==> config.mk <==
export PLATFORM = sky130hd
export DESIGN_NAME = ddc112_chip_emu
export DESIGN_NICKNAME = d
export VERILOG_FILES = /design/src/rtl/ddc112_pkg.sv /design/src/rtl/ddc112_sync_edge.sv /design/src/rtl/ddc112_chip_emu.sv
export SDC_FILE = /design/constraint.sdc
export NUM_CORES = 1
export LEC_CHECK = 0
export CAP_MARGIN = 40
export CORE_MARGIN = 2
export CORE_UTILIZATION = 30
export CTS_CLUSTER_SIZE = 8
export DETAILED_ROUTE_END_ITERATION = 16
export PLACE_DENSITY_LB_ADDON = 0.15
export SLEW_MARGIN = 20
export SYNTH_ARGS = -nofsm -noshare
export SYNTH_HDL_FRONTEND = slang
export SYNTH_HIERARCHICAL = 1
export SYNTH_SLANG_ARGS = --single-unit
==> constraint.sdc <==
create_clock -name sys_clk -period 6.4 [get_ports sys_clk]
set_input_delay 1.28 -clock sys_clk [delete_from_list [all_inputs] [get_ports sys_clk]]
set_output_delay 1.28 -clock sys_clk [all_outputs]
set_load 0.1 [all_outputs]
==> src/rtl/ddc112_pkg.sv <==
// Shared types and constants for the DDC112 chip-side readout emulator.
package ddc112_pkg;

  typedef enum logic [1:0] {
    IDLE    = 2'd0,
    CONVERT = 2'd1,
    VALID   = 2'd2,
    SHIFT   = 2'd3
  } emu_state_e;

  localparam int unsigned FRAME_BITS     = 40;
  localparam int unsigned DATA_W_DEFAULT = 20;

endpackage

==> src/rtl/ddc112_sync_edge.sv <==
// Two-flop synchronizer with registered history for single-cycle rise/fall pulses.
module ddc112_sync_edge #(
  parameter logic RESET_VAL = 1'b0
) (
  input  logic clk_i,
  input  logic rst_ni,
  input  logic async_i,
  output logic rise_o,
  output logic fall_o
);

  logic meta_q, sync_q, prev_q;

  always_ff @(posedge clk_i or negedge rst_ni) begin
    if (!rst_ni) begin
      meta_q <= RESET_VAL;
      sync_q <= RESET_VAL;
      prev_q <= RESET_VAL;
    end else begin
      meta_q <= async_i;
      sync_q <= meta_q;
      prev_q <= sync_q;
    end
  end

  assign rise_o = sync_q & ~prev_q;
  assign fall_o = ~sync_q & prev_q;

endmodule

==> src/rtl/ddc112_chip_emu.sv <==
// DDC112 serial-readout chip emulator (CONV/DCLK/DXMIT_BAR in, DVALID_BAR/DOUT out).
// Build option: DDC112_EMU_RAMP_EN replaces data_a/data_b with an internal ramp pattern.
module ddc112_chip_emu
  import ddc112_pkg::*;
#(
  parameter int unsigned CONV_CYCLES = 42200,
  parameter int unsigned DATA_W      = DATA_W_DEFAULT
) (
  input  logic              sys_clk,
  input  logic              reset_n,
  input  logic              CONV,
  input  logic              DCLK,
  input  logic              DXMIT_BAR,
  input  logic [DATA_W-1:0] data_a,
  input  logic [DATA_W-1:0] data_b,
  output logic              DVALID_BAR,
  output logic              DOUT,
  output logic              overrun,
  output logic [1:0]        emu_state
);

  localparam int unsigned FW    = 2 * DATA_W;
  localparam int unsigned CNT_W = (CONV_CYCLES > 1) ? $clog2(CONV_CYCLES) : 1;
  localparam int unsigned BIT_W = $clog2(FW + 1);

  logic conv_rise, conv_fall, dclk_rise, dclk_fall, xmit_rise, xmit_fall;
  logic conv_edge;

  ddc112_sync_edge #(.RESET_VAL(1'b0)) u_sync_conv (
    .clk_i(sys_clk), .rst_ni(reset_n), .async_i(CONV),
    .rise_o(conv_rise), .fall_o(conv_fall)
  );

  ddc112_sync_edge #(.RESET_VAL(1'b0)) u_sync_dclk (
    .clk_i(sys_clk), .rst_ni(reset_n), .async_i(DCLK),
    .rise_o(dclk_rise), .fall_o(dclk_fall)
  );

  // DXMIT_BAR idles high, so its history resets high to avoid a false fall.
  ddc112_sync_edge #(.RESET_VAL(1'b1)) u_sync_xmit (
    .clk_i(sys_clk), .rst_ni(reset_n), .async_i(DXMIT_BAR),
    .rise_o(xmit_rise), .fall_o(xmit_fall)
  );

  assign conv_edge = conv_rise | conv_fall;

  emu_state_e        state_q, state_d;
  logic [CNT_W-1:0]  cnt_q, cnt_d;
  logic [BIT_W-1:0]  bit_q, bit_d;
  logic [FW-1:0]     sr_q, sr_d;
  logic              dvalid_bar_q, dvalid_bar_d;
  logic              dout_q, dout_d;
  logic              overrun_q, overrun_d;
  logic [FW-1:0]     latch_frame;
  logic              latch_en;

`ifdef DDC112_EMU_RAMP_EN
  logic [DATA_W-1:0] ramp_q;
  assign latch_frame = {ramp_q, ~ramp_q};
`else
  assign latch_frame = {data_a, data_b};
`endif

  always_comb begin
    state_d      = state_q;
    cnt_d        = cnt_q;
    bit_d        = bit_q;
    sr_d         = sr_q;
    dvalid_bar_d = dvalid_bar_q;
    dout_d       = dout_q;
    overrun_d    = overrun_q;
    latch_en     = 1'b0;
    unique case (state_q)
      IDLE: begin
        dvalid_bar_d = 1'b1;
        dout_d       = 1'b0;
        if (conv_edge) begin
          cnt_d   = CNT_W'(CONV_CYCLES - 1);
          state_d = CONVERT;
        end
      end
      CONVERT: begin
        if (conv_edge) begin
          cnt_d = CNT_W'(CONV_CYCLES - 1);
        end else if (cnt_q == '0) begin
          sr_d         = latch_frame;
          latch_en     = 1'b1;
          dvalid_bar_d = 1'b0;
          state_d      = VALID;
        end else begin
          cnt_d = cnt_q - 1'b1;
        end
      end
      VALID: begin
        if (conv_edge) begin
          overrun_d = 1'b1;
          cnt_d     = CNT_W'(CONV_CYCLES - 1);
          state_d   = CONVERT;
        end else if (xmit_fall) begin
          dvalid_bar_d = 1'b1;
          dout_d       = sr_q[FW-1];
          bit_d        = '0;
          state_d      = SHIFT;
        end
      end
      SHIFT: begin
        if (xmit_rise) begin
          dout_d  = 1'b0;
          state_d = IDLE;
        end else if (dclk_rise && bit_q != BIT_W'(FW)) begin
          sr_d   = {sr_q[FW-2:0], 1'b0};
          bit_d  = bit_q + 1'b1;
          dout_d = (bit_q == BIT_W'(FW - 1)) ? 1'b0 : sr_q[FW-2];
        end
      end
      default: state_d = IDLE;
    endcase
  end

  always_ff @(posedge sys_clk or negedge reset_n) begin
    if (!reset_n) begin
      state_q      <= IDLE;
      cnt_q        <= '0;
      bit_q        <= '0;
      sr_q         <= '0;
      dvalid_bar_q <= 1'b1;
      dout_q       <= 1'b0;
      overrun_q    <= 1'b0;
    end else begin
      state_q      <= state_d;
      cnt_q        <= cnt_d;
      bit_q        <= bit_d;
      sr_q         <= sr_d;
      dvalid_bar_q <= dvalid_bar_d;
      dout_q       <= dout_d;
      overrun_q    <= overrun_d;
    end
  end

`ifdef DDC112_EMU_RAMP_EN
  always_ff @(posedge sys_clk or negedge reset_n) begin
    if (!reset_n)      ramp_q <= '0;
    else if (latch_en) ramp_q <= ramp_q + 1'b1;
  end
`endif

  assign DVALID_BAR = dvalid_bar_q;
  assign DOUT       = dout_q;
  assign overrun    = overrun_q;
  assign emu_state  = state_q;

endmodule
==> run metrics, run 1 <==
total grt overflow=0; Pleak=between 1.5 and 2 nW; min-delay src=u_sync_conv/meta_q$_DFF_PN0_; FF-to-FF path depth=8; DP HPWL=a little over 5000 um; Least-Margin Pin Slew=around 0.74 ns; Post-Synthesis Cells=about 370; Crit path arrival time=~1.8 ns; fin crit share=0.4763; setup_tns=0 ns; antenna viol nets, final=0; vias=between 2000 and 3000; Hold Buf Count CTS=0; max cap viols=0; Die H=roughly 110 um; clk slew on worst S/H paths=roughly 0.060 ns; status=finished clean; WL/cell=around 13 um; Synth Warn #=6; first-pass GRT wire length=12900 um; post-CTS sizing=0; largest net degree at the start of global routing=~80; H-tree Lvls=3; Final #Nets=between 400 and 500; Rel. slew slack=0.5035; cts bufs inserted=9; worst min-delay path endpoint=u_sync_conv/sync_q$_DFF_PN0_; total power draw=approximately 1.9 mW; initial antenna violation count=0; Worst R2R End=sr_q[17]$_DFFE_PN0P_; worst vdd ir=about 0.00021 V; DRT Pass-1 Iters=4; most frequent cells in the layout=dfrtp_1, nor2_1, a21oi_1; power density cells=just over 400 nW/um2; ant diodes=0; number of global-route vias before repair=2585; number of remaining DRC errors=0; CTS tree=yes; Via-to-Cell Ratio=roughly 4.8; Area growth syn-to-layout=28.28%; Period minus WS final=roughly 3.0 ns; syn_area_per_cell=about 9.9 um2; Max FO, Critical Path=15; hold path cells=0; worst setup path class=reg2out; final setup fails=0; FF/Latch Area=approximately 1900 um2; clk buf depth=2; synthesized cell area=approximately 3600 um2; die footprint=~13000 um2; endpoints failing hold=0; Die Wd=around 110 um; Num Clock Sinks=76; core region area=roughly 12000 um2; initial core utilization=0.3057; CP endpoint kind=output pin; Clk Tree Root Cell=clkbuf_16; Crit path required time=5.12 ns; share of cells above drive strength 1=0.08768; Reg2Reg Setup Slack=~3.4 ns; postcts setup bufs=0; DRT iter0 DRCs=between 80 and 90; filler instances=1182; Reg2Reg Launch Point=cnt_q[0]$_DFFE_PN0P_; area occupied by multi-input gates=~1600 um2; Clock Latency Late Sink=around 0.33 ns; post-synthesis net count=415; crit start category=register; number of port buffers=a little under 50; IO Count=50; most common cell after layout, fill and taps aside=dfrtp_1; Total GRT Usage=0.1262; Hold Path Class=reg2reg; Final Slew Violations=0; Rows=40; Highest Clock Rate=approximately 330 MHz; GP Congestion=0.7712; RSZ-0062 raised after global routing=false; worst clock skew=approximately 0.0073 ns; Detailed Route WL=7577 um
## report_power, final
group          switching [mW]  internal (mW)  total, mW
clock network           0.203          0.336      0.539
logic                   0.345          0.270      0.615
registers               0.107          0.631      0.738
## state kept, by name, indices dropped and copies added, names as in the netlist
register            flops
u_sync_conv/meta_q      1
u_sync_xmit/sync_q      1
u_sync_conv/prev_q      1
sr_q                   40
u_sync_xmit/prev_q      1
overrun                 1
bit_q                   6
u_sync_dclk/prev_q      1
u_sync_xmit/meta_q      1
DOUT                    1
cnt_q                  16
u_sync_conv/sync_q      1
DVALID_BAR              1
u_sync_dclk/sync_q      1
u_sync_dclk/meta_q      1
emu_state               2
## worst max path at each step
| stage | start | endpoint | slack, ns | depth (start not counted) |
|---|---|---|---|---|
| 6_report | emu_state[0]$_DFFE_PN0P_ | emu_state[0] | 3.35 | 2 |
| 5_1_grt | cnt_q[0]$_DFFE_PN0P_ | sr_q[1]$_DFFE_PN0P_ | 3.17 | 8 |
| 4_1_cts | emu_state[0]$_DFFE_PN0P_ | emu_state[0] | 3.35 | 2 |
| 3_5_place_dp | cnt_q[0]$_DFFE_PN0P_ | sr_q[17]$_DFFE_PN0P_ | 3.40 | 8 |
| 3_3_place_gp | emu_state[1]$_DFFE_PN0P_ | emu_state[1] | 3.29 | 1 |
| 2_1_floorplan | emu_state[1]$_DFFE_PN0P_ | sr_q[26]$_DFFE_PN0P_ | 3.58 | 6 |
## worst max-delay path, stage by stage, from the launching register on
cell	delay, ns
dfrtp_1	0.63
clkdlybuf4s50_1	0.61
buf_8	0.20
## through the flow
| step | utilization | worst slack, ns | area (um2) | cells | hold WS (ns) |
|---|---|---|---|---|---|
| 6_report | 0.3921 | 3.351 | 4671 | 569 | 0.3521 |
| 5_1_grt | 0.3921 | 3.165 | 4671 | 569 | 0.3567 |
| 4_1_cts | 0.3921 | 3.349 | 4671 | 569 | 0.3531 |
| 3_5_place_dp | 0.3651 | 3.397 | 4349 | 553 | 0.3387 |
| 3_3_place_gp | 0.3565 | 3.289 | 4247 | 547 | 0.3371 |
| 2_1_floorplan | - | 3.579 | 3641 | 367 | 0.3312 |
## area by class of cell
class	instances	area share
flip-flops and latches	76	0.4083
multi-input cells	266	0.3482
repair buffers	57	0.1297
clock buffers	12	0.05706
well taps	147	0.03938
clock inverters	4	0.01179
inverters	7	0.005626
## per-layer routing
layer	wire, um	vias to the layer above	GRT usage	share of wire
li1	-	1396	-	-
met1	3710	1263	0.1688	0.49
met2	3317	52	0.1909	0.44
met3	447	7	0.04817	0.059
met4	102	0	0.03659	0.013
met5	0	-	0	0
Power figures use the tool's default switching activity.
==> inputs of run 2 (changes only) <==
clock period = 2.5 ns   (was 6.4 ns; I/O delays follow)
==> run metrics, run 2 (same netlist as run 1, synthesis figures left out) <==
Highest Clock Rate=415.1 MHz; setup_tns=0 ns (unchanged); Reg2Reg Setup Slack=0.09 ns (was 3.41 ns); Clk Tree Root Cell=clkbuf_16 (unchanged); Final #Nets=491 (was 465); Num Clock Sinks=76 (unchanged); Die Wd=114.2 um (unchanged); Crit path arrival time=2.60 ns (was 1.77 ns); initial core utilization=0.3057 (unchanged); Final Slew Violations=0 (unchanged); Post-Layout Cell Count=595 (was 569); number of remaining DRC errors=0 (unchanged); Least-Margin Pin Slew=0.7262 ns (was 0.7447 ns); die footprint=13030 um2 (unchanged); filler instances=1138 (was 1182); CTS tree=yes (unchanged); core region area=11910 um2 (unchanged); first-pass GRT wire length=15210 um (was 12900 um); largest net degree at the start of global routing=57 (was 79); Total GRT Usage=0.1492 (was 0.1262); DRT Pass-1 Iters=4 (unchanged); Reg with most FFs=sr_q (unchanged); power density cells=1016 nW/um2 (was 404.9 nW/um2); number of global-route vias before repair=3046 (was 2585); clk buf depth=2 (unchanged); final setup fails=0 (unchanged); total grt overflow=0 (unchanged); number of port buffers=49 (unchanged); CP endpoint kind=register (was output pin); WL/cell=15.09 um (was 13.32 um); Crit path required time=2.69 ns (was 5.12 ns); crit start category=register (unchanged); antenna viol nets, final=0 (unchanged); setup slack after layout=0.09096 ns (was 3.351 ns); Detailed Route WL=8981 um (was 7577 um); IO Count=50 (unchanged); worst clock skew=0.009248 ns (was 0.007264 ns); Pleak=2.006 nW (was 1.857 nW); area occupied by multi-input gates=1660 um2 (was 1627 um2); endpoints failing hold=0 (unchanged); Via-to-Cell Ratio=4.997 (was 4.777); Max FO, Critical Path=4 (was 15); Period minus WS final=2.409 ns; RSZ-0062 raised after global routing=false (unchanged); placed cells=569 (was 553); worst vdd ir=0.0005399 V (was 0.0002094 V); max cap viols=0 (unchanged); worst setup path class=reg2reg (was reg2out); fin crit share=0.9636; Die H=114.2 um (unchanged); DRT iter0 DRCs=114 (was 81); FF/Latch Area=1909 um2 (was 1907 um2); ant diodes=0 (unchanged); dpl ws=-0.04260 ns (was 3.397 ns); Hold Buf Count CTS=0 (unchanged); Rel. slew slack=0.5158 (was 0.5035); vias=2973 (was 2718); share of cells above drive strength 1=0.1719 (was 0.08768); top flop regs=sr_q (40), cnt_q (16), bit_q (6) (unchanged); Clock Latency Late Sink=0.34 ns (was 0.33 ns); DP HPWL=5561 um (was 5095 um); most frequent cells in the layout=dfrtp_1, nor2_1, a21oi_1 (unchanged); status=finished clean (unchanged); GP Congestion=0.8238 (was 0.7712); most common cell after layout, fill and taps aside=dfrtp_1 (unchanged); cts bufs inserted=9 (unchanged); max FFs per register=40 (unchanged); Area growth syn-to-layout=36.49% (was 28.28%); H-tree Lvls=3 (unchanged); initial antenna violation count=0 (unchanged); Rows=40 (unchanged); clk slew on worst S/H paths=0.06 ns (about the same); Hold Path Class=in2async (was reg2reg)
==> run 2: changes by cell type in the layout (fill, tap and decap cells not counted), sizes merged <==
cell / before / now
clkdlybuf4s50: 48 / 43
inv: 8 / 7
clkbuf: 12 / 10
clkinv: 1 / 2
bufinv: 1 / 3
buf: 9 / 40
==> run 2: path summary, 6_finish.rpt <==
path                                              startpoint                           end  depth (start not counted)
worst max-delay path                    cnt_q[7]$_DFFE_PN0P_          cnt_q[7]$_DFFE_PN0P_                          7
worst min-delay path                                 reset_n           overrun$_DFFE_PN0P_                          1
worst max register to register          cnt_q[7]$_DFFE_PN0P_          cnt_q[7]$_DFFE_PN0P_                          7
worst min register to register  u_sync_dclk/meta_q$_DFF_PN0_  u_sync_dclk/sync_q$_DFF_PN0_                          0
max in group asynchronous                            reset_n          sr_q[35]$_DFFE_PN0P_                          2
min in group sys_clk            u_sync_dclk/meta_q$_DFF_PN0_  u_sync_dclk/sync_q$_DFF_PN0_                          0
==> run 2: timing repair <==
item,4_1_cts,5_1_grt
cloned,4,0
pin swaps,3,5
setup buffers,5,1
resized for setup,12,6
setup endpoints to repair,39,41
==> run 2: worst max-delay path, stage by stage, from the launching register on <==
cell and delay, ns:
dfrtp_1 0.39, or4_4 0.55, or4_4 0.53, buf_6 0.15
buf_4 0.13, o211ai_1 0.30, xor2_1 0.17, nand2_1 0.06
==> run 2: report_power, final <==
group	internal (mW)	switching, mW	total [mW]
Combinational	0.693	0.932	1.62
Sequential	1.62	0.281	1.90
Clock	1.00	0.522	1.52
==> run 2: cell type report <==
| cell class | instances | area share |
|---|---|---|
| clock buffer | 10 | 0.04809 |
| clock inverter | 6 | 0.02241 |
| inverter | 7 | 0.005287 |
| multi-input combinational | 266 | 0.3341 |
| sequential | 76 | 0.3842 |
| tap | 147 | 0.03701 |
| timing repair buffer | 83 | 0.1689 |
==> run 2: per-stage QoR <==
step / area, um2 / total power, mW / util / hold WS [ns]
after floorplan: 3645 / 3.024 / - / 0.2044
after global placement: 4414 / 3.420 / 0.3706 / 0.3342
after detailed placement: 4414 / 3.461 / 0.3706 / 0.3355
after CTS: 4936 / 5.082 / 0.4144 / 0.2463
after global routing: 4970 / 5.355 / 0.4172 / 0.2732
final: 4970 / 5.048 / 0.4172 / 0.2182
==> run 2: metal layers <==
metal	wire, um	track usage
met5	0	0
met4	176	0.05041
met3	385	0.03600
met2	4252	0.2448
met1	4167	0.1939
==> inputs of run 3 (changes only) <==
SETUP_SLACK_MARGIN = 0.15   (was default)
TNS_END_PERCENT = 5   (was default)
==> run metrics, run 3 (same netlist as run 1, synthesis figures left out) <==
top flop regs=sr_q (40), cnt_q (16), bit_q (6) (unchanged); status=finished clean (unchanged); most frequent cells in the layout=dfrtp_1, nor2_1, clkdlybuf4s50_1 (was dfrtp_1, nor2_1, a21oi_1); Highest Clock Rate=411.8 MHz (was 415.1 MHz); share of cells above drive strength 1=0.2292 (was 0.1719); Rows=40 (unchanged); power density cells=997.1 nW/um2 (was 1016 nW/um2); DRT iter0 DRCs=135 (was 114); Crit path required time=2.76 ns (was 2.69 ns); Rel. slew slack=0.5713 (was 0.5158); initial core utilization=0.3057 (unchanged); Least-Margin Pin Slew=0.6431 ns (was 0.7262 ns); H-tree Lvls=3 (unchanged); Die H=114.2 um (unchanged); clk slew on worst S/H paths=0.06 ns (about the same); Pleak=2.025 nW (was 2.006 nW); ant diodes=0 (unchanged); Via-to-Cell Ratio=4.973 (was 4.997); Post-DP Area=4363 um2 (was 4414 um2); placed cells=558 (was 569); antenna viol nets, final=0 (unchanged); max FFs per register=40 (unchanged); initial antenna violation count=0 (unchanged); clk buf depth=2 (unchanged); total grt overflow=0 (unchanged); CP endpoint kind=register (unchanged); Clock Latency Late Sink=0.34 ns (about the same); WL/cell=16.17 um (was 15.09 um); first-pass GRT wire length=15230 um (was 15210 um); final setup fails=0 (unchanged); endpoints failing hold=0 (unchanged); Final Slew Violations=0 (unchanged); dpl ws=0.01589 ns (was -0.04260 ns); GP Congestion=0.8501 (was 0.8238); Post-Layout Cell Count=592 (was 595); number of global-route vias before repair=3028 (was 3046); DP HPWL=5432 um (was 5561 um); worst setup path class=reg2reg (unchanged); Reg with most FFs=sr_q (unchanged); Detailed Route WL=9575 um (was 8981 um); max cap viols=0 (unchanged); Hold Buf Count CTS=0 (unchanged); number of remaining DRC errors=0 (unchanged); Total GRT Usage=0.1505 (was 0.1492); fin crit share=0.9714 (was 0.9636); filler instances=1156 (was 1138); fin area=5155 um2 (was 4970 um2); Area growth syn-to-layout=41.58% (was 36.49%); IO Count=50 (unchanged); Num Clock Sinks=76 (unchanged); die footprint=13030 um2 (unchanged); cts bufs inserted=9 (unchanged); setup slack after layout=0.07151 ns (was 0.09096 ns); most common cell after layout, fill and taps aside=dfrtp_1 (unchanged); DRT Pass-1 Iters=4 (unchanged); WHS=0.07185 ns (was 0.2182 ns); core region area=11910 um2 (unchanged); Die Wd=114.2 um (unchanged); Clk Tree Root Cell=clkbuf_16 (unchanged); number of port buffers=49 (unchanged); Period minus WS final=2.428 ns (was 2.409 ns); worst clock skew=0.009213 ns (was 0.009248 ns); vias=2944 (was 2973); largest net degree at the start of global routing=51 (was 57); Final #Nets=488 (was 491); RSZ-0062 raised after global routing=true (was false); setup_tns=0 ns (unchanged); Max FO, Critical Path=5 (was 4); FF-to-FF path depth=8 (was 7); Hold Path Class=in2async (unchanged); CTS tree=yes (unchanged); worst vdd ir=0.0004151 V (was 0.0005399 V); Crit path arrival time=2.69 ns (was 2.60 ns); crit start category=register (unchanged)
## run 3: where the power goes
part	internal [mW]	switching, mW	total, mW
Combinational	0.815	1.03	1.85
Sequential	1.62	0.313	1.94
Clock	0.857	0.497	1.35
Total	3.30	1.85	5.14
## run 3: per-layer routing
metal	wire (um)	track usage
met1	4555	0.1966
met2	4528	0.2373
met3	345	0.03917
met4	146	0.06341
met5	0	0
## run 3: cell type report
type | instances | area (um2) | share of cell area
sequential | 76 | 1912 | 0.3709
tap | 147 | 183.9 | 0.03568
multi-input combinational | 266 | 1805 | 0.3502
clock buffer | 15 | 277.8 | 0.05388
clock inverter | 1 | 30.03 | 0.005825
inverter | 7 | 26.28 | 0.005097
timing repair buffer | 80 | 919.6 | 0.1784
## run 3: critical path, stage by stage (launching register included)
cell and delay (ns):
dfrtp_1 0.41, or4_4 0.55, or4_4 0.52, o41ai_4 0.25, buf_6 0.19, buf_12 0.14, clkbuf_16 0.17, nor2_4 0.04
a21oi_2 0.09
## run 3: final timing paths
kind	to	start	slack, ns
max in group asynchronous	u_sync_xmit/meta_q$_DFF_PN1_	reset_n	1.80
worst max-delay path	sr_q[8]$_DFFE_PN0P_	cnt_q[6]$_DFFE_PN0P_	0.07
worst max register to register	sr_q[8]$_DFFE_PN0P_	cnt_q[6]$_DFFE_PN0P_	0.07
worst min-delay path	overrun$_DFFE_PN0P_	reset_n	0.07
min in group sys_clk	u_sync_dclk/sync_q$_DFF_PN0_	u_sync_dclk/meta_q$_DFF_PN0_	0.34
worst min register to register	u_sync_dclk/sync_q$_DFF_PN0_	u_sync_dclk/meta_q$_DFF_PN0_	0.34
## run 3: metrics by stage
step           total power [mW]    util
5_1_grt                   5.478  0.4328
6_report                  5.140  0.4328
4_1_cts                   5.078  0.4186
3_5_place_dp              3.457  0.3663
2_1_floorplan             3.039       -
3_3_place_gp              3.435  0.3663
## run 3: what timing repair did
action                     in CTS  in global routing
setup buffers                   7                  1
resized for setup              39                 12
setup endpoints to repair      39                 48
pin swaps                      19                  5
cloned                          5                  5
